[src/rtl/mem_lsu.sv]
// Load/store unit for the MEM stage: issues one word-aligned data-memory request per op,
// formats store lanes and load results, and flags misaligned/illegal ops and load timeouts.
package mem_lsu_pkg;
  typedef struct packed {
    logic        valid;
    logic        we;
    logic [31:0] addr;
    logic [3:0]  be;
    logic [31:0] wdata;
  } mem_req_t;

  typedef struct packed {
    logic        ready;
    logic [31:0] rdata;
    logic        rvalid;
  } mem_resp_t;
endpackage

// state  | meaning
// IDLE   | waiting for lsu_valid
// REQ    | request on the bus until ready
// WAIT   | load accepted, waiting for rvalid or timeout
// RESP   | one-cycle lsu_done pulse
module mem_lsu
  import mem_lsu_pkg::*;
#(
  parameter int TIMEOUT = 16
) (
  input  logic        clk,
  input  logic        rst,
  input  logic        lsu_valid,
  input  logic        lsu_we,
  input  logic [2:0]  lsu_funct3,
  input  logic [31:0] lsu_addr,
  input  logic [31:0] lsu_wdata,
  output logic        lsu_stall,
  output logic        lsu_done,
  output logic [31:0] lsu_rdata,
  output logic        lsu_exc,
  output logic        lsu_err,
  output mem_req_t    req,
  input  mem_resp_t   resp
);

  localparam int CW = $clog2(TIMEOUT + 1);
  localparam logic [CW-1:0] TO_LAST = CW'(TIMEOUT - 1);

  typedef enum logic [1:0] {S_IDLE, S_REQ, S_WAIT, S_RESP} state_t;

  state_t      state, state_next;
  logic [CW-1:0] cnt;
  logic [2:0]  op_f3;
  logic [1:0]  op_off;
  logic        op_bad;
  logic [3:0]  st_be;
  logic [31:0] st_wdata;
  logic [7:0]  ld_byte;
  logic [15:0] ld_half;
  logic [31:0] ld_data;

  // 011/110/111 are never legal; LBU/LHU encodings have no store form
  always_comb begin
    op_bad = (lsu_funct3 == 3'b011) || (lsu_funct3[2:1] == 2'b11) ||
             (lsu_funct3[2] && lsu_we) ||
             ((lsu_funct3[1:0] == 2'b01) && lsu_addr[0]) ||
             ((lsu_funct3[1:0] == 2'b10) && (lsu_addr[1:0] != 2'b00));
  end

  always_comb begin
    st_be    = 4'b1111;
    st_wdata = lsu_wdata;
    case (lsu_funct3[1:0])
      2'b00: begin
        st_be    = 4'b0001 << lsu_addr[1:0];
        st_wdata = {4{lsu_wdata[7:0]}};
      end
      2'b01: begin
        st_be    = 4'b0011 << lsu_addr[1:0];
        st_wdata = {2{lsu_wdata[15:0]}};
      end
      default: ;
    endcase
  end

  always_comb begin
    ld_byte = resp.rdata[{op_off, 3'b000} +: 8];
    ld_half = resp.rdata[{op_off[1], 4'b0000} +: 16];
    case (op_f3)
      3'b000:  ld_data = {{24{ld_byte[7]}}, ld_byte};
      3'b100:  ld_data = {24'b0, ld_byte};
      3'b001:  ld_data = {{16{ld_half[15]}}, ld_half};
      3'b101:  ld_data = {16'b0, ld_half};
      default: ld_data = resp.rdata;
    endcase
  end

  always_ff @(posedge clk or negedge rst) begin
    if (!rst) state <= S_IDLE;
    else      state <= state_next;
  end

  always_comb begin
    state_next = state;
    case (state)
      S_IDLE: if (lsu_valid) state_next = op_bad ? S_RESP : S_REQ;
      S_REQ:  if (resp.ready) state_next = req.we ? S_RESP : S_WAIT;
      S_WAIT: if (resp.rvalid || (cnt == TO_LAST)) state_next = S_RESP;
      S_RESP: state_next = S_IDLE;
      default: state_next = S_IDLE;
    endcase
  end

  always_comb begin
    lsu_done  = (state == S_RESP);
    lsu_stall = lsu_valid && !lsu_done;
  end

  always_ff @(posedge clk or negedge rst) begin
    if (!rst) begin
      req       <= '0;
      cnt       <= '0;
      op_f3     <= '0;
      op_off    <= '0;
      lsu_rdata <= '0;
      lsu_exc   <= 1'b0;
      lsu_err   <= 1'b0;
    end else begin
      case (state)
        S_IDLE: if (lsu_valid) begin
          lsu_rdata <= '0;
          if (op_bad) begin
            lsu_exc <= 1'b1;
          end else begin
            req.valid <= 1'b1;
            req.we    <= lsu_we;
            req.addr  <= {lsu_addr[31:2], 2'b00};
            req.be    <= lsu_we ? st_be : 4'b0000;
            req.wdata <= lsu_we ? st_wdata : 32'b0;
            op_f3     <= lsu_funct3;
            op_off    <= lsu_addr[1:0];
          end
        end
        S_REQ: if (resp.ready) begin
          req.valid <= 1'b0;
          req.we    <= 1'b0;
          req.be    <= 4'b0000;
          req.wdata <= 32'b0;
          cnt       <= '0;
        end
        S_WAIT: begin
          if (resp.rvalid) begin
            lsu_rdata <= ld_data;
          end else begin
            cnt <= cnt + 1'b1;
            if (cnt == TO_LAST) lsu_err <= 1'b1;
          end
        end
        S_RESP: begin
          lsu_rdata <= '0;
          lsu_exc   <= 1'b0;
          lsu_err   <= 1'b0;
        end
        default: ;
      endcase
    end
  end

endmodule

[config.mk]
export PLATFORM = sky130hd
export DESIGN_NAME = mem_lsu
export DESIGN_NICKNAME = d
export VERILOG_FILES = /design/src/rtl/mem_lsu.sv
export SDC_FILE = /design/constraint.sdc
export NUM_CORES = 1
export LEC_CHECK = 0
export BUFFER_PORTS_ARGS = -buffer_cell sky130_fd_sc_hd__clkbuf_2
export CORE_ASPECT_RATIO = 0.5
export CORE_MARGIN = 2
export CORE_UTILIZATION = 35
export CTS_BUF_LIST = sky130_fd_sc_hd__clkbuf_8 sky130_fd_sc_hd__clkbuf_16
export DETAILED_ROUTE_END_ITERATION = 8
export HOLD_SLACK_MARGIN = 0.15
export PLACE_DENSITY = 0.67
export SYNTH_ARGS = -nofsm -noshare
export SYNTH_HDL_FRONTEND = slang
export SYNTH_SLANG_ARGS = --single-unit
[constraint.sdc]
create_clock -name clk -period 2.4 [get_ports clk]
set_input_delay 0.36 -clock clk [delete_from_list [all_inputs] [get_ports clk]]
set_output_delay 0.36 -clock clk [all_outputs]
set_load 0.1 [all_outputs]
# Yosys cells after proc, flatten, opt, wreduce, memory -nomap -nowiden

Cells that the tools add are included.

Word-level logic and storage cells: 92
Output and inout bits: 106
Bits of input ports: 105
Flip-flop bits (word level): 114

Shift-type cells: 4
Bitwise operators: 1
$add $sub $neg: 1
Reduce and logical (&&, ||, !) cells: 26
Eq/ne operators: 19
Mux-type cells: 29

Operators by type and width:

| cell                                                                   | number |
|---|---|
| 70-bit two-way mux                                                     | 2 |
| 32-bit case mux with 4 select lines                                    | 1 |
| 32-bit two-way mux                                                     | 3 |
| 32-bit case mux with 3 select lines                                    | 1 |
| 36-bit case mux with 2 select lines                                    | 1 |
| 32-bit case mux with 2 select lines                                    | 1 |
| 36-bit two-way mux                                                     | 1 |
| 32-bit by 6-bit indexed part select with 16-bit output                 | 1 |
| 32-bit by 6-bit indexed part select with 8-bit output                  | 1 |
| 3-bit AND reduction                                                    | 6 |
| 2-bit != test (second input constant)                                  | 8 |
| 2-bit two-way mux                                                      | 5 |
| 5-bit two-way mux                                                      | 2 |
| 5-bit case mux with 2 select lines                                     | 1 |
| 2-bit nonzero test                                                     | 5 |
| 2-bit equality test (second input constant)                            | 4 |
| 2-bit case mux with 4 select lines                                     | 1 |
| 4-bit case mux with 2 select lines                                     | 1 |
| 3-bit equality test (second input constant)                            | 2 |
| 5-bit by 1-bit adder with 5-bit output (second input constant)         | 1 |
| 5-bit by 4-bit equality test with 1-bit output (second input constant) | 1 |
| 1-bit logical OR                                                       | 5 |
| 1-bit two-way mux                                                      | 5 |
| 2-bit by 1-bit equality test with 1-bit output (second input constant) | 2 |
| 14 further kinds                                                       | 19 |

# Depth between registers and ports, before layout

Gate-level depths: netlist (run 1).

Depth in word-level cells: 8
Depth in mapped cells: 8
Depth with buffers taken out: 6

# Worst setup path before layout (run 1)

OpenSTA, ideal clock, no wires.

Kind: flip-flop to output port
Start point: register state[0]
End point: output port lsu_stall
Path slack: -426 ps
Required time: 2040 ps
Buffers on the path: 0
Arrival: 2466 ps
Stages on the path, launching flop included: 3
Path through: dfrtp_1 ha_1 nor2b_1

Longest elaborated chain between the ends: 3

Ends and longest elaborated chain:

| item                   | RTL line | source |
|---|---|---|
| from (decl)            | 50       | `state_t state, state_next;` |
| from (signal assigned) | 99       | `else state <= state_next;` |
| 2-bit equality test    | 114      | `lsu_done = (state == S_RESP);` |
| net lsu_done           | 37       | `output logic lsu_done,` |
| 1-bit zero test        | 115      | `lsu_stall = lsu_valid && !lsu_done;` |
| 1-bit logical AND      | 115      |  |
| to (decl)              | 36       | `output logic lsu_stall,` |

The timed path passes the listed nets, and every way through them passes these cells.

# Final worst setup path (run 1)

Start point: register state[1]
End point: output port lsu_stall

Longest elaborated chain between the ends: 3

Ends and longest elaborated chain:

| item                | RTL line |
|---|---|
| 2-bit equality test | 114 |
| 1-bit zero test     | 115 |
| 1-bit logical AND   | 115 |

No other way between the ends.

==> reports/results.txt, run 1 <==
Outcome - finished clean
Number of DRC markers in iteration 0 - 290
Grt ovf - 0
Worst-skew pair later-pin latency - 420 ps
Post-route ant nets - 0
Hold path cells - 2
RD Place Congestion - 0.801
Fin crit period - 2030 ps
Effective utilization at floorplan - 35.9%
Largest net degree at the start of global routing - 50
Crit path capture - lsu_stall
First-pass GRT wire length - 25000 um
Most used DFF post-synth - dfrtp_1
Routed wire length - 16000 um
GR Util All Layers - 18.9%
Vias in the first global route - 4850
Worst slew pin tran - 801 ps
Final setup fails - 0
Worst-case reg-to-reg path depth - 5
Instance count on the critical path - 3
Commonest non-fill, non-tap cells in the layout - clkbuf_2 (207), dfrtp_1 (114), o21ai_0 (53)
Simple-gate share of the synthesized area - 9.05%
Most common cell after layout, fill and taps aside - clkbuf_2
Clock root cell - clkbuf_16
Cells after Synth - 497
Clock slew at reported path FFs - 60 ps
HPWL Detailed - 11600 um
Reg-to-Reg End - req[54]
Setup_tns - 0 ps
Synth Area in Adders - 1.81%
Critical Path Max Stage Delay - 450 ps
TritonCTS clock tree - yes
Mux share of post-synthesis cell area - 13.7%
Final hold vios - 0
Worst Path Max Fanout - 5
IO Count - 211
Core area - 0.0155 mm^2
Worst setup path start - state[1]
DRC Markers - 0
Reg2reg start - state[0]
Number of max-cap violations - 0
Clock Skew - 20.5 ps
Share of post-route cells with drive strength above 1 - 42.4%
Initial antenna violation count - 0
Cell Chain, Critical Path - ha_1 -> nor2b_2 -> clkbuf_2
Hold crit path type - primary input to flip-flop
Buf/Inv on CP - 1
Rel. slew slack - 46.5%
RSZ-0062 raised after global routing - no
Top delay family on crit path - buffers and inverters
DR WL/cell - 17.3 um
Nets - 820
Total vias in the final route - 4774
TritonCTS buffer count - 17
CP arrival - 1670 ps
Fin. max-slew vios - 0
Worst path slowest cell - clkbuf_2
FF+latch count, synth - 114
DR pass1 iterations - 4
Vias/cell - 5.17
Critical path endpoint category - primary output
Cell variety after synth - 54
CTS Buffer Depth - 2
Clock Sinks - 114
Area leader, netlist - dfrtp_1
Post-synth EDFFs - 0
Fmax - 493 MHz
Synth top area cells - dfrtp_1 (51%), mux2_2 (7.1%), mux2i_1 (6.1%)
R2R Setup Slk - 400 ps
Antenna diodes - 0
Die area - 0.0169 mm^2
Final period util - 84.6%
Synth Cell Area - 0.00554 mm^2
Compound-Gate Fraction of Synth Area - 20.4%
Number of port buffers - 208
Syn. warnings - 0
Fill count - 1452
XOR/XNOR share of the synthesized area - 0%
Area Growth Syn to Fin - 34.3%
Element type at the critical path start - flip-flop
WP data required - 2040 ps
Synth top area share - 51.5%
Post-CTS Setup Bufs - 0
Ys async rst share - 100%
Chip Height - 93.0 um
Crit Path Category - flip-flop to primary output
Syn avg cell area - 11.2 um^2
Combinational family with the most area after synthesis - compound AO/OA/AOI/OAI gates
Die W - 182 um
Sequential share of the synthesized area - 51.5%
Num rows - 32
H-tree depth - 4
-- cells in the mapped netlist, types with 3 or more instances --
master and instances:
o2bb2ai_2 9, a2bb2oi_1 4, clkbuf_1 19, inv_1 8
nand2b_1 6, and2_1 3, a22o_1 21, or3_1 7
a21oi_1 29, dfrtp_1 114, nand2_1 49, buf_4 3
nor2b_1 7, o2bb2ai_1 10, o221ai_1 4, a22oi_1 3
o21ai_0 53, o22ai_1 5, buf_2 9, a21o_1 5
mux2i_1 34, nand3_1 3, ha_1 8, o211ai_1 5
mux2_2 35, nor2_1 8
-- worst register-to-register path: stages (launching register included) --
cell	delay, ps
dfrtp_1	400
inv_1	120
ha_1	290
o211ai_1	190
buf_4	470
mux2_2	410
-- sequential cells by signal (all words and copies together), names as in the netlist --
register   flops
cnt            5
op_f3          3
op_off         2
lsu_rdata     32
state          2
req           68
lsu_exc        1
lsu_err        1
-- metrics by stage --
| step | hold WS, ps | instances | utilization (%) | instance area (um^2) | worst slack [ps] |
|---|---|---|---|---|---|
| 2_1_floorplan | 64.4 | 498 | - | 5550 | 96.9 |
| 3_5_place_dp | 350 | 891 | 44.2 | 6830 | 384 |
| 3_3_place_gp | 338 | 891 | 44.2 | 6830 | 475 |
| 5_1_grt | 169 | 924 | 48.2 | 7450 | 246 |
| 4_1_cts | 161 | 924 | 48.2 | 7450 | 339 |
| 6_report | 176 | 924 | 48.2 | 7450 | 371 |
-- metal layers --
layer,wire [um],vias to the layer above,GRT usage (%)
met1,7200,2355,24.5
met2,7720,141,31.3
met5,0,-,0
met4,377,0,8.06
met3,685,30,3.62
li1,-,2248,-
-- cell families (layout without fill, tap and decap cells) --
family / after synthesis / in the layout
AO/OA/AOI/OAI: 162 / 162
flip-flops: 114 / 114
AND/OR/NAND/NOR: 98 / 98
multiplexers: 70 / 70
buffers and inverters: 44 / 266
adder cells (fa/ha/maj): 8 / 8
other: 1 / 2
-- worst min-delay path by stage --
stage	from	to	slack (ps)
final	lsu_addr[14]	req[50]	180
after global routing	lsu_addr[10]	req[46]	170
after CTS	lsu_addr[4]	req[40]	160
after detailed placement	rst	req[24]	350
after global placement	rst	req[24]	340
after floorplan	rst	cnt[0]	60
-- final cells by class --
cell class | instances | area, um^2 | area share (%)
Clock inverter | 15 | 180 | 2.42
Tap cell | 204 | 255 | 3.43
Multi-Input combinational cell | 340 | 2500 | 33.6
Clock buffer | 17 | 425 | 5.71
Timing Repair Buffer | 225 | 1200 | 16.1
Sequential cell | 114 | 2850 | 38.3
Inverter | 9 | 33.8 | 0.454
-- repair_timing --
action,CTS,global route
gates resized for setup,0,0
endpoints found under the hold margin,33,0
hold buffers,1,0
Power of run 1 is left out: the tool's default activity adds up to more than one toggle a clock period on the data nets, which glitch-free logic cannot reach.
==> run 2, diff against run 1 <==
- PLACE_DENSITY: 0.67 -> 0.7
- clock period: 2.4 -> 1.8 ns (I/O delays scaled with it)
==> run 2 against run 1 <==
  * The run now ends with negative setup slack left
  * Critical path depth up 5
  * First-iteration DRC count down 6.6%
  * Non-clock buffer count up 53
  * Count of clock-buffer cells in the layout up 1
  * Worst hold slack worse by 14 ps
  * Flip-flop and latch count unchanged
  * Final cell count up 5.5%
  * Register-to-register slack worse by 460 ps
  * Die area unchanged
  * Global-route usage up 0.76 points
  * Highest routed layer unchanged
==> reports/results.txt, run 2 (same netlist as run 1, synthesis figures left out) <==
Number of max-cap violations - 0
Worst setup path start - state[0]
Vias in the first global route - 4940
Final period util - 103%
Biggest register - req
IO Count - 211
Final setup fails - 1
Met3 usage - 4.98%
Fmax - 537 MHz
Worst-skew pair later-pin latency - 410 ps
RSZ-0062 raised after global routing - yes
Chip Height - 93.0 um
Met2 GRT Util - 33.0%
Critical path endpoint category - flip-flop
Clock slew at reported path FFs - 60 ps
Die area - 0.0169 mm^2
Clock Skew - 8.72 ps
DR WL/cell - 17.3 um
Core area - 0.0155 mm^2
Antenna diodes - 0
DR pass1 iterations - 4
Effective utilization at floorplan - 35.9%
Origin of the worst min-delay path - lsu_wdata[1]
GR Util All Layers - 19.6%
GRT Max-Usage Layer - met2
WHS - 162 ps
Reg area - 0.00285 mm^2
Largest net degree at the start of global routing - 44
Core Util, Final - 51.9%
Final hold vios - 0
WP data required - 2070 ps
Grt ovf - 0
First-pass GRT wire length - 26000 um
Most common cell after layout, fill and taps aside - clkbuf_2
Failing checks - negative setup slack
Final setup margin - -62.9 ps
GRT met1 Usage - 25.1%
Max reg flops - 68
Worst slew pin tran - 576 ps
Total vias in the final route - 4970
Element type at the critical path start - flip-flop
Crit Path Category - flip-flop to flip-flop
TritonCTS buffer count - 17
Area Growth Syn to Fin - 44.8%
Reg2reg start - state[0]
Num rows - 32
Routed wire length - 16900 um
HPWL Detailed - 11700 um
Clock Sinks - 114
Hold crit path type - primary input to flip-flop
Number of DRC markers in iteration 0 - 271
Initial antenna violation count - 0
RD Place Congestion - 0.806
H-tree depth - 4
Worst Path Max Fanout - 4
CTS Buffer Depth - 2
Fin crit period - 1860 ps
Fill count - 1369
Post-route ant nets - 0
Commonest non-fill, non-tap cells in the layout - clkbuf_2 (205), dfrtp_1 (113), o21ai_0 (52)
TritonCTS clock tree - yes
DRC Markers - 0
Fin. max-slew vios - 0
Die W - 182 um
CP arrival - 2130 ps
Multi-input gate area - 0.00255 mm^2
Rel. slew slack - 61.8%
Nets - 873
Outcome - finished, violations left
R2R Setup Slk - -60 ps
Top Registers - req x68, lsu_rdata x32, cnt x5
Clock root cell - clkbuf_16
Vias/cell - 5.10
Share of post-route cells with drive strength above 1 - 43.6%
Number of port buffers - 208
==> run 2: cell count changes in the layout (fill, tap and decap cells not counted), moves of 3 or more <==
cell / delta
dlygate4sd3_1: +32
ha_2: +4
buf_12: +6
buf_4: +16
inv_6: -3
ha_1: -5
==> run 2: metrics by stage <==
stage | TNS, ps | instances | worst slack [ps] | area [um^2]
after floorplan | -329 | 498 | -16.4 | 5560
after global placement | 0 | 910 | 21.1 | 7050
after detailed placement | -927 | 910 | -95.4 | 7050
after CTS | 0 | 973 | 8.70 | 7960
after global routing | -473 | 975 | -182 | 8030
final | -62.9 | 975 | -62.9 | 8030
==> run 2: worst paths after layout <==
check,endpoint,depth (start not counted)
setup / recovery,state[0],8
hold / removal,req[1],2
setup reg to reg,state[0],8
hold reg to reg,lsu_rdata[7],2
max in group asynchronous,req[62],3
min in group asynchronous,req[25],2
==> run 2: timing repair <==
item	4_1_cts	5_1_grt
setup buffers	0	2
gates resized for setup	4	14
endpoints found under the hold margin	55	0
endpoints found under the setup margin	21	89
hold buffers	33	0
pin swaps	0	3
==> run 2: worst max-delay path, cell delays in order, from the launching register on <==
cell and delay (ps):
dfrtp_1 400, inv_1 90, buf_4 160, ha_2 200
nand2b_1 120, o211ai_1 120, buf_4 170, a2111oi_2 390
a21oi_1 90
==> run 2: per-layer routing <==
layer	up-vias	share of wire (%)
met2	167	49
met3	31	5.2
met4	0	2.4
met5	-	0
met1	2426	43
li1	2346	-
==> run 2: area by class of cell <==
| cell class | count | area share [%] |
|---|---|---|
| clock buffers | 18 | 5.47 |
| clock inverters | 12 | 1.68 |
| inverters | 9 | 0.421 |
| multi-input cells | 340 | 31.7 |
| flip-flops and latches | 114 | 35.6 |
| well taps | 204 | 3.18 |
| repair buffers | 278 | 21.9 |
Power of run 2 is left out for the same reason.
